<file path="config.mk">
export PLATFORM = sky130hd
export DESIGN_NAME = rx_256_collect_flat
export DESIGN_NICKNAME = d
export VERILOG_FILES = /design/src/rtl/rx_256_collect_pkg.sv /design/src/rtl/rx_256_collect_if.sv /design/src/rtl/rx_256_collect_pattern_chk.sv /design/src/rtl/rx_256_collect.sv /design/src/flat_wrapper.sv
export SDC_FILE = /design/constraint.sdc
export NUM_CORES = 1
export LEC_CHECK = 0
export CORE_MARGIN = 1
export CORE_UTILIZATION = 45
export DETAILED_ROUTE_END_ITERATION = 8
export GPL_TIMING_DRIVEN = 1
export PLACE_DENSITY = 0.72
export SYNTH_ARGS = -nofsm -noshare
export SYNTH_HDL_FRONTEND = slang
export SYNTH_SLANG_ARGS = --single-unit
</file>
<file path="constraint.sdc">
create_clock -name sys_clk -period 2.7 [get_ports sys_clk]
set_clock_uncertainty 0.15 [all_clocks]
set_input_delay 0.54 -clock sys_clk [delete_from_list [all_inputs] [get_ports sys_clk]]
set_output_delay 0.54 -clock sys_clk [all_outputs]
set_load 0.01 [all_outputs]
</file>
<file path="src/rtl/rx_256_collect_pkg.sv">
// Shared definitions for the receive collector and the transmit-side sequencer:
// one-hot FSM encodings and the default frame length.
package rx_256_collect_pkg;

    localparam int FRAME_LEN_DEF = 256;

    typedef enum logic [3:0] {
        ST_IDLE    = 4'b0001,
        ST_COLLECT = 4'b0010,
        ST_DRAIN   = 4'b0100,
        ST_DONE    = 4'b1000
    } state_t;

endpackage

</file>
<file path="src/rtl/rx_256_collect_if.sv">
// Bundle of UART-receive, FIFO, drain-handshake and status signals around rx_256_collect.
// slave = collector side, master = surrounding system / bench side.
interface rx_256_collect_if;

    logic       uart_done;
    logic [7:0] uart_dout;
    logic       fifo_full;
    logic       fifo_empty;
    logic [7:0] fifo_dout;
    logic       fifo_wr_en;
    logic [7:0] fifo_wr_data;
    logic       fifo_rd_en;
    logic       rd_ready;
    logic       rd_valid;
    logic [7:0] rd_data;
    logic       collect_done;
    logic       rx_drop;
    logic       restart;
    logic [3:0] state;

    modport slave (
        input  uart_done, uart_dout, fifo_full, fifo_empty, fifo_dout, rd_ready, restart,
        output fifo_wr_en, fifo_wr_data, fifo_rd_en, rd_valid, rd_data, collect_done,
               rx_drop, state
    );

    modport master (
        output uart_done, uart_dout, fifo_full, fifo_empty, fifo_dout, rd_ready, restart,
        input  fifo_wr_en, fifo_wr_data, fifo_rd_en, rd_valid, rd_data, collect_done,
               rx_drop, state
    );

endinterface

</file>
<file path="src/rtl/rx_256_collect_pattern_chk.sv">
// rx_pattern_chk: counts drained bytes that differ from their frame index (mod 256).
// Error count saturates at 511 and clears on reset or restart.
module rx_pattern_chk (
    input  logic       clk_i,
    input  logic       rst_ni,
    input  logic       clr_i,
    input  logic       vld_i,
    input  logic [7:0] data_i,
    output logic [8:0] err_cnt_o
);

    logic [7:0] idx_q;
    logic [8:0] err_q;

    always_ff @(posedge clk_i or negedge rst_ni) begin
        if (!rst_ni) begin
            idx_q <= 8'd0;
            err_q <= 9'd0;
        end else if (clr_i) begin
            idx_q <= 8'd0;
            err_q <= 9'd0;
        end else if (vld_i) begin
            idx_q <= idx_q + 8'd1;
            if ((data_i != idx_q) && (err_q != 9'd511)) begin
                err_q <= err_q + 9'd1;
            end
        end
    end

    assign err_cnt_o = err_q;

endmodule

</file>
<file path="src/rtl/rx_256_collect.sv">
// Collects FRAME_LEN received UART bytes into an external FIFO, then drains them to a debug port.
// Optional macro RX_CHECK_EN adds err_cnt, a count of drained bytes that break the 0,1,2.. pattern.
module rx_256_collect
    import rx_256_collect_pkg::*;
#(
    parameter int FRAME_LEN = FRAME_LEN_DEF
) (
    input  logic              sys_clk,
    input  logic              sys_rst_n,
    rx_256_collect_if.slave   bus
`ifdef RX_CHECK_EN
    ,
    output logic [8:0]        err_cnt
`endif
);

    localparam logic [8:0] LEN9 = 9'(FRAME_LEN);

    state_t     state_q;
    logic [8:0] wr_cnt_q;
    logic [8:0] rd_cnt_q;
    logic       fifo_wr_en_q;
    logic [7:0] fifo_wr_data_q;
    logic       rd_valid_q;
    logic       rx_drop_q;
    logic       rd_go;
    logic       restart_take;
    logic [7:0] rd_data_w;

    // Read issue is decided in the same cycle as rd_ready so back-to-back reads need no bubble.
    assign rd_go = (state_q == ST_DRAIN) && bus.rd_ready && !bus.fifo_empty && (rd_cnt_q < LEN9);
    assign restart_take = (state_q == ST_DONE) && bus.restart;

    always_ff @(posedge sys_clk or negedge sys_rst_n) begin
        if (!sys_rst_n) begin
            state_q        <= ST_IDLE;
            wr_cnt_q       <= 9'd0;
            rd_cnt_q       <= 9'd0;
            fifo_wr_en_q   <= 1'b0;
            fifo_wr_data_q <= 8'd0;
            rd_valid_q     <= 1'b0;
            rx_drop_q      <= 1'b0;
        end else begin
            fifo_wr_en_q <= 1'b0;
            rd_valid_q   <= rd_go;
            if (rd_go) begin
                rd_cnt_q <= rd_cnt_q + 9'd1;
            end
            case (state_q)
                ST_IDLE: begin
                    if (bus.uart_done) rx_drop_q <= 1'b1;
                    if (bus.fifo_empty) state_q <= ST_COLLECT;
                end
                ST_COLLECT: begin
                    if (bus.uart_done) begin
                        if (!bus.fifo_full && (wr_cnt_q < LEN9)) begin
                            fifo_wr_en_q   <= 1'b1;
                            fifo_wr_data_q <= bus.uart_dout;
                            wr_cnt_q       <= wr_cnt_q + 9'd1;
                        end else begin
                            rx_drop_q <= 1'b1;
                        end
                    end
                    // wr_cnt reaches FRAME_LEN together with the final strobe; leave one cycle later.
                    if (wr_cnt_q == LEN9) state_q <= ST_DRAIN;
                end
                ST_DRAIN: begin
                    if (bus.uart_done) rx_drop_q <= 1'b1;
                    if (rd_cnt_q == LEN9) state_q <= ST_DONE;
                end
                ST_DONE: begin
                    if (restart_take) begin
                        state_q   <= ST_IDLE;
                        wr_cnt_q  <= 9'd0;
                        rd_cnt_q  <= 9'd0;
                        rx_drop_q <= 1'b0;
                    end else if (bus.uart_done) begin
                        rx_drop_q <= 1'b1;
                    end
                end
                default: state_q <= ST_IDLE;
            endcase
        end
    end

    // FIFO read data arrives one cycle after the strobe, aligned with rd_valid_q.
    assign rd_data_w = rd_valid_q ? bus.fifo_dout : 8'd0;

    assign bus.fifo_wr_en   = fifo_wr_en_q;
    assign bus.fifo_wr_data = fifo_wr_data_q;
    assign bus.fifo_rd_en   = rd_go;
    assign bus.rd_valid     = rd_valid_q;
    assign bus.rd_data      = rd_data_w;
    assign bus.collect_done = (state_q == ST_DONE);
    assign bus.rx_drop      = rx_drop_q;
    assign bus.state        = state_q;

`ifdef RX_CHECK_EN
    rx_pattern_chk u_chk (
        .clk_i     (sys_clk),
        .rst_ni    (sys_rst_n),
        .clr_i     (restart_take),
        .vld_i     (rd_valid_q),
        .data_i    (rd_data_w),
        .err_cnt_o (err_cnt)
    );
`endif

endmodule

</file>
<file path="src/flat_wrapper.sv">
// flat-port wrapper written by rule: the top's interface ports become plain ports
module rx_256_collect_flat import rx_256_collect_pkg::*;
#(
    parameter int FRAME_LEN = FRAME_LEN_DEF
)
  (sys_clk, sys_rst_n, bus_uart_done, bus_uart_dout, bus_fifo_full, bus_fifo_empty, bus_fifo_dout, bus_rd_ready, bus_restart, bus_fifo_wr_en, bus_fifo_wr_data, bus_fifo_rd_en, bus_rd_valid, bus_rd_data, bus_collect_done, bus_rx_drop, bus_state);
  rx_256_collect_if bus_i ();
  input  logic sys_clk;
  input  logic sys_rst_n;
  input wire logic [$bits(bus_i.uart_done)-1:0] bus_uart_done;
  input wire logic [$bits(bus_i.uart_dout)-1:0] bus_uart_dout;
  input wire logic [$bits(bus_i.fifo_full)-1:0] bus_fifo_full;
  input wire logic [$bits(bus_i.fifo_empty)-1:0] bus_fifo_empty;
  input wire logic [$bits(bus_i.fifo_dout)-1:0] bus_fifo_dout;
  input wire logic [$bits(bus_i.rd_ready)-1:0] bus_rd_ready;
  input wire logic [$bits(bus_i.restart)-1:0] bus_restart;
  output wire logic [$bits(bus_i.fifo_wr_en)-1:0] bus_fifo_wr_en;
  output wire logic [$bits(bus_i.fifo_wr_data)-1:0] bus_fifo_wr_data;
  output wire logic [$bits(bus_i.fifo_rd_en)-1:0] bus_fifo_rd_en;
  output wire logic [$bits(bus_i.rd_valid)-1:0] bus_rd_valid;
  output wire logic [$bits(bus_i.rd_data)-1:0] bus_rd_data;
  output wire logic [$bits(bus_i.collect_done)-1:0] bus_collect_done;
  output wire logic [$bits(bus_i.rx_drop)-1:0] bus_rx_drop;
  output wire logic [$bits(bus_i.state)-1:0] bus_state;
  assign bus_i.uart_done = bus_uart_done;
  assign bus_i.uart_dout = bus_uart_dout;
  assign bus_i.fifo_full = bus_fifo_full;
  assign bus_i.fifo_empty = bus_fifo_empty;
  assign bus_i.fifo_dout = bus_fifo_dout;
  assign bus_i.rd_ready = bus_rd_ready;
  assign bus_i.restart = bus_restart;
  assign bus_fifo_wr_en = bus_i.fifo_wr_en;
  assign bus_fifo_wr_data = bus_i.fifo_wr_data;
  assign bus_fifo_rd_en = bus_i.fifo_rd_en;
  assign bus_rd_valid = bus_i.rd_valid;
  assign bus_rd_data = bus_i.rd_data;
  assign bus_collect_done = bus_i.collect_done;
  assign bus_rx_drop = bus_i.rx_drop;
  assign bus_state = bus_i.state;
  rx_256_collect #(.FRAME_LEN(FRAME_LEN)) u_core (.sys_clk(sys_clk), .sys_rst_n(sys_rst_n), .bus(bus_i));
endmodule
</file>
Word-level counts from Yosys, hierarchy flattened

Index checks and enable logic that the tools add are counted.

Flip-flop bits (word level): 33
Input bits: 23
Output and inout port bits: 25
Word-level logic and storage cells: 59

Add/sub/neg operators: 2
Magnitude comparators: 2
Eq/ne operators: 13
Mux-type cells: 21
Reduce and logical (&&, ||, !) cells: 14

Operators with widths:

| kind                                                   | count |
|---|---|
| two-way mux 9 bit                                      | 6 |
| adder 9 x 1 -> 9 bit (second input constant)           | 2 |
| == test 9 bit (second input constant)                  | 2 |
| less-than comparator 9 bit (second input constant)     | 2 |
| case mux 9 bit (2 select lines)                        | 1 |
| two-way mux 4 bit                                      | 4 |
| case mux 4 bit (4 select lines)                        | 1 |
| two-way mux 8 bit                                      | 1 |
| inequality test 2 bit (second input constant)          | 4 |
| AND reduction 4 bit                                    | 2 |
| two-way mux 1 bit                                      | 7 |
| inequality test 2 x 1 -> 1 bit (second input constant) | 3 |
| AND reduction 3 bit                                    | 2 |
| logical AND 1 bit                                      | 5 |
| == test 4 x 1 -> 1 bit (second input constant)         | 1 |
| == test 4 x 2 -> 1 bit (second input constant)         | 1 |
| == test 4 x 3 -> 1 bit (second input constant)         | 1 |
| == test 4 bit (second input constant)                  | 1 |
| case mux 1 bit (3 select lines)                        | 1 |
| nonzero test 3 bit                                     | 1 |
| zero test 1 bit                                        | 2 |
| nonzero test 2 bit                                     | 1 |
| OR reduction 2 bit                                     | 1 |

Depth between registers and ports, before layout

Depth in word-level cells: 7
Gate-level depth with buffers: 6
Depth with buffers taken out: 5

Least setup slack after synthesis

Ideal clock, no wire load.

Path type: input port to output port
Start point: input bus_fifo_empty
End point: output bus_fifo_rd_en
Arrival: 1.333 ns
Slack: 0.677 ns
Cell stages on the path: 3
Path buffers: 0
Cell sequence: nor3b_1 nand2_2 inv_1

Word-level cells in the longest chain between the ends: 3

RTL lines:

| element                         | RTL line             | text |
|---|---|---|
| start: declaration              | flat_wrapper.sv:13   | `input wire logic [$bits(bus_i.fifo_empty)-1:0] bus_fifo_empty;` |
| zero test 1 bit                 | rx_256_collect.sv:31 | `assign rd_go = (state_q == ST_DRAIN) && bus.rd_ready && !bus.fifo_empty && (rd_cnt_q < LEN9);` |
| logical AND 1 bit (2 in series) | rx_256_collect.sv:31 |  |
| end: declaration                | flat_wrapper.sv:19   | `output wire logic [$bits(bus_i.fifo_rd_en)-1:0] bus_fifo_rd_en;` |

No other way between the ends.

Worst setup path after layout

Same ends and word-level chain as after synthesis.

==> metrics <==
CTS buffer count 5; via total after detailed routing ~1500; Reg2Reg Depth 4; Initial Util 48.2%; worst-skew pair later-pin latency 0.28 ns; FFs w/ async S/R, synth 100%; Mapped Cells approximately 190; CTS tree built; period utilisation layout 97.1%; Cell Chain, Critical Path clkdlybuf4s50_1, nor3b_2, nand2_2, inv_1, clkdlybuf4s50_1; Post-Route WL 4.03 mm; crit-path leading delay family buffers and inverters; total track usage 21.0%; most frequent cells in the layout clkdlybuf4s50_1 (47), nand2_1 (32), dfrtp_1 (32); main combinational cell family by area after synthesis simple AND/OR/NAND/NOR gates; warnings from Yosys 0; die width 65.3 µm; worst-margin pin slew 0.482 ns; Ant. Diodes 0; vias in the first global route 1476; first-pass GRT wire length approximately 6.8 mm; EDFF count, synth 0; sequential fraction of the synthesis area a little under half; CTS hold repair buffers 0; filler instances 340; max-slew violations 0; GR met3 Demand/Resource 5.38%; post-synthesis mux area share 0%; post-route ant nets 0; Synth Area in XOR/XNOR around 5.3%; crit start category input port; largest net degree at the start of global routing 34; post-synthesis simple-gate area fraction 36.0%; Req. time, crit path ~2.0 ns; min-delay src u_core.bus.fifo_wr_data[7]$_DFFE_PN0P_; met2 Track Usage GR between 30% and 40%; routed len/inst 13.7 µm; HP Class register to register; placed cell count ~290; final setup fails 0; Data arrival, critical path 1.93 ns; Max Clock Freq 381 MHz; Final WS setup 0.0782 ns; share of layout cells above drive strength 1 11.3%; Worst-path clk slew 0.06 ns; pwr dens about 470 nW/µm²; min Tclk post-route about 2.6 ns; Hold Path End u_core.bus.fifo_wr_data[7]$_DFFE_PN0P_; clock tree buffer depth 2; vias per cell between 5 and 6; Static Leak 1.05 nW; Port-buffer cells 47; Residual DRC 0; mapped cell area 1800 µm²; status finished clean; CTS sink cnt 33; Worst Path Class, Setup input port to primary output; hold path depth 2; Main synth FF type dfrtp_1; final std cells w/o fill 295; DIE HEIGHT 65.3 µm; Worst setup EP type primary output; Buf+Inv Stages, Crit Path 3; Avg Inst Size Synth 9.40 µm²; max cap viols 0; clock root cell clkbuf_8; initial antenna violation count 0; routability-driven placement congestion ratio between 0.8 and 0.9; net count reported at finish between 200 and 300; total gr overflow 0; most used cell, CP clkdlybuf4s50_1; Net Count, Synth 219; grt met1 use ~28%; Slew headroom 67.8%; row count 22; DRT iter0 DRCs 115; worst reg2reg startpoint u_core.bus.state[1]$_DFFE_PN0P_; Synth Area in Compound Gates 6.10%; peak supply drop 0.000482 V; pre-CTS WS -0.00649 ns; flops & latches, synth 33; FF-to-FF setup slack 0.57 ns; Worst Path Max Fanout 2; Area growth syn-to-layout 35.2%; htree depth 2; Core Region 3740 µm²; Final Hold Fails 0; drt pass-1 iters 4; most common cell after layout, fill and taps aside clkdlybuf4s50_1; Worst path slowest cell clkdlybuf4s50_1; GRT Max-Usage Layer met2; Reg2Reg Capture Point u_core.wr_cnt_q[7]$_DFFE_PN0P_; RSZ-0062 raised after global routing no; Detailed Place HPWL 2.90 mm; DIE AREA roughly 4300 µm²; slowest stage delay, CP 0.53 ns; Yosys cell types 42; Ports 48; post-synthesis adder-cell area fraction under 10%
==> cells in the mapped netlist (4+ instances only) <==
master | instances | area [µm²]
o21ai_0 | 4 | 20.0
a21oi_1 | 5 | 25.0
xnor2_1 | 8 | 70.1
nand2_1 | 32 | 120
nand4_1 | 8 | 50.1
nor2_1 | 18 | 67.6
dfrtp_1 | 32 | 801
ha_1 | 4 | 50.1
nand3_1 | 8 | 40.0
inv_1 | 8 | 30.0
nor3_1 | 7 | 35.0
and2_1 | 9 | 56.3
==> flip-flops by register name (all words and copies together), names as in the netlist <==
| register | count |
|---|---|
| u_core.bus.rd_valid | 1 |
| u_core.bus.fifo_wr_en | 1 |
| u_core.wr_cnt_q | 9 |
| u_core.bus.fifo_wr_data | 8 |
| u_core.rd_cnt_q | 9 |
| u_core.bus.rx_drop | 1 |
| u_core.bus.state | 4 |
==> kinds of logic after synthesis <==
kind of cell | after synthesis
buffers and inverters | 16
DFF | 33
adders and majority gates | 4
and+or+nand+nor | 111
AOI/OAI and AO/OA | 17
xor gates and xnor gates | 11
==> stage by stage <==
| step | area, µm² | hold slack [ns] | setup TNS (ns) | utilization, % | total power [W] |
|---|---|---|---|---|---|
| final | 2440 | 0.312 | 0 | 65.1 | 0.00114 |
| after global routing | 2440 | 0.346 | 0 | 65.1 | 0.00121 |
| after CTS | 2440 | 0.319 | 0 | 65.1 | 0.00116 |
| after detailed placement | 2350 | 0.305 | -0.00649 | 62.9 | 0.000798 |
| after global placement | 2350 | 0.300 | 0 | 62.9 | 0.000795 |
| after floorplan | 1800 | 0.0944 | 0 | - | 0.000699 |
==> area by class of cell <==
type | count | area [µm²] | share of cell area [%]
Sequential cell | 33 | 827 | 33.9
Clock buffer | 8 | 80.1 | 3.28
Multi-Input combinational cell | 143 | 911 | 37.4
Tap cell | 48 | 60.1 | 2.46
Timing Repair Buffer | 55 | 531 | 21.8
Inverter | 8 | 30.0 | 1.23
==> layer usage <==
metal	vias to the layer above	wire, µm
met2	36	1890
met5	-	0
met1	725	1890
li1	769	-
met3	5	195
met4	0	51
==> report_power, final <==
group          internal (W)  switching [W]  leakage, nW
Clock              0.000183       0.000171       0.0395
Combinational      0.000108      0.0000852        0.591
Sequential         0.000540      0.0000572        0.422
==> how the worst max path moves through the flow <==
stage | startpoint | to | slack [ns] | cells past startpoint
finish | bus_fifo_empty | bus_fifo_rd_en | 0.08 | 5
detailed placement | bus_fifo_empty | bus_fifo_rd_en | -0.006 | 5
CTS | bus_fifo_empty | bus_fifo_rd_en | 0.06 | 5
global route | bus_fifo_empty | bus_fifo_rd_en | 0.007 | 5
floorplan | bus_fifo_empty | bus_fifo_rd_en | 0.68 | 3
global placement | bus_fifo_empty | bus_fifo_rd_en | 0.02 | 5
==> worst reg2reg max path, cell delays in order, from the launching register on <==
cell and delay, ns:
dfrtp_1 0.60, or4b_1 0.70, nor4_2 0.36, xnor2_1 0.17, nor2_2 0.04
==> timing repair <==
action                                  4_1_cts  5_1_grt
buffers inserted                              0        0
endpoints found under the setup margin        1        0
gates resized for setup                       1        0
Note: power is estimated with default switching activity, not from simulation.
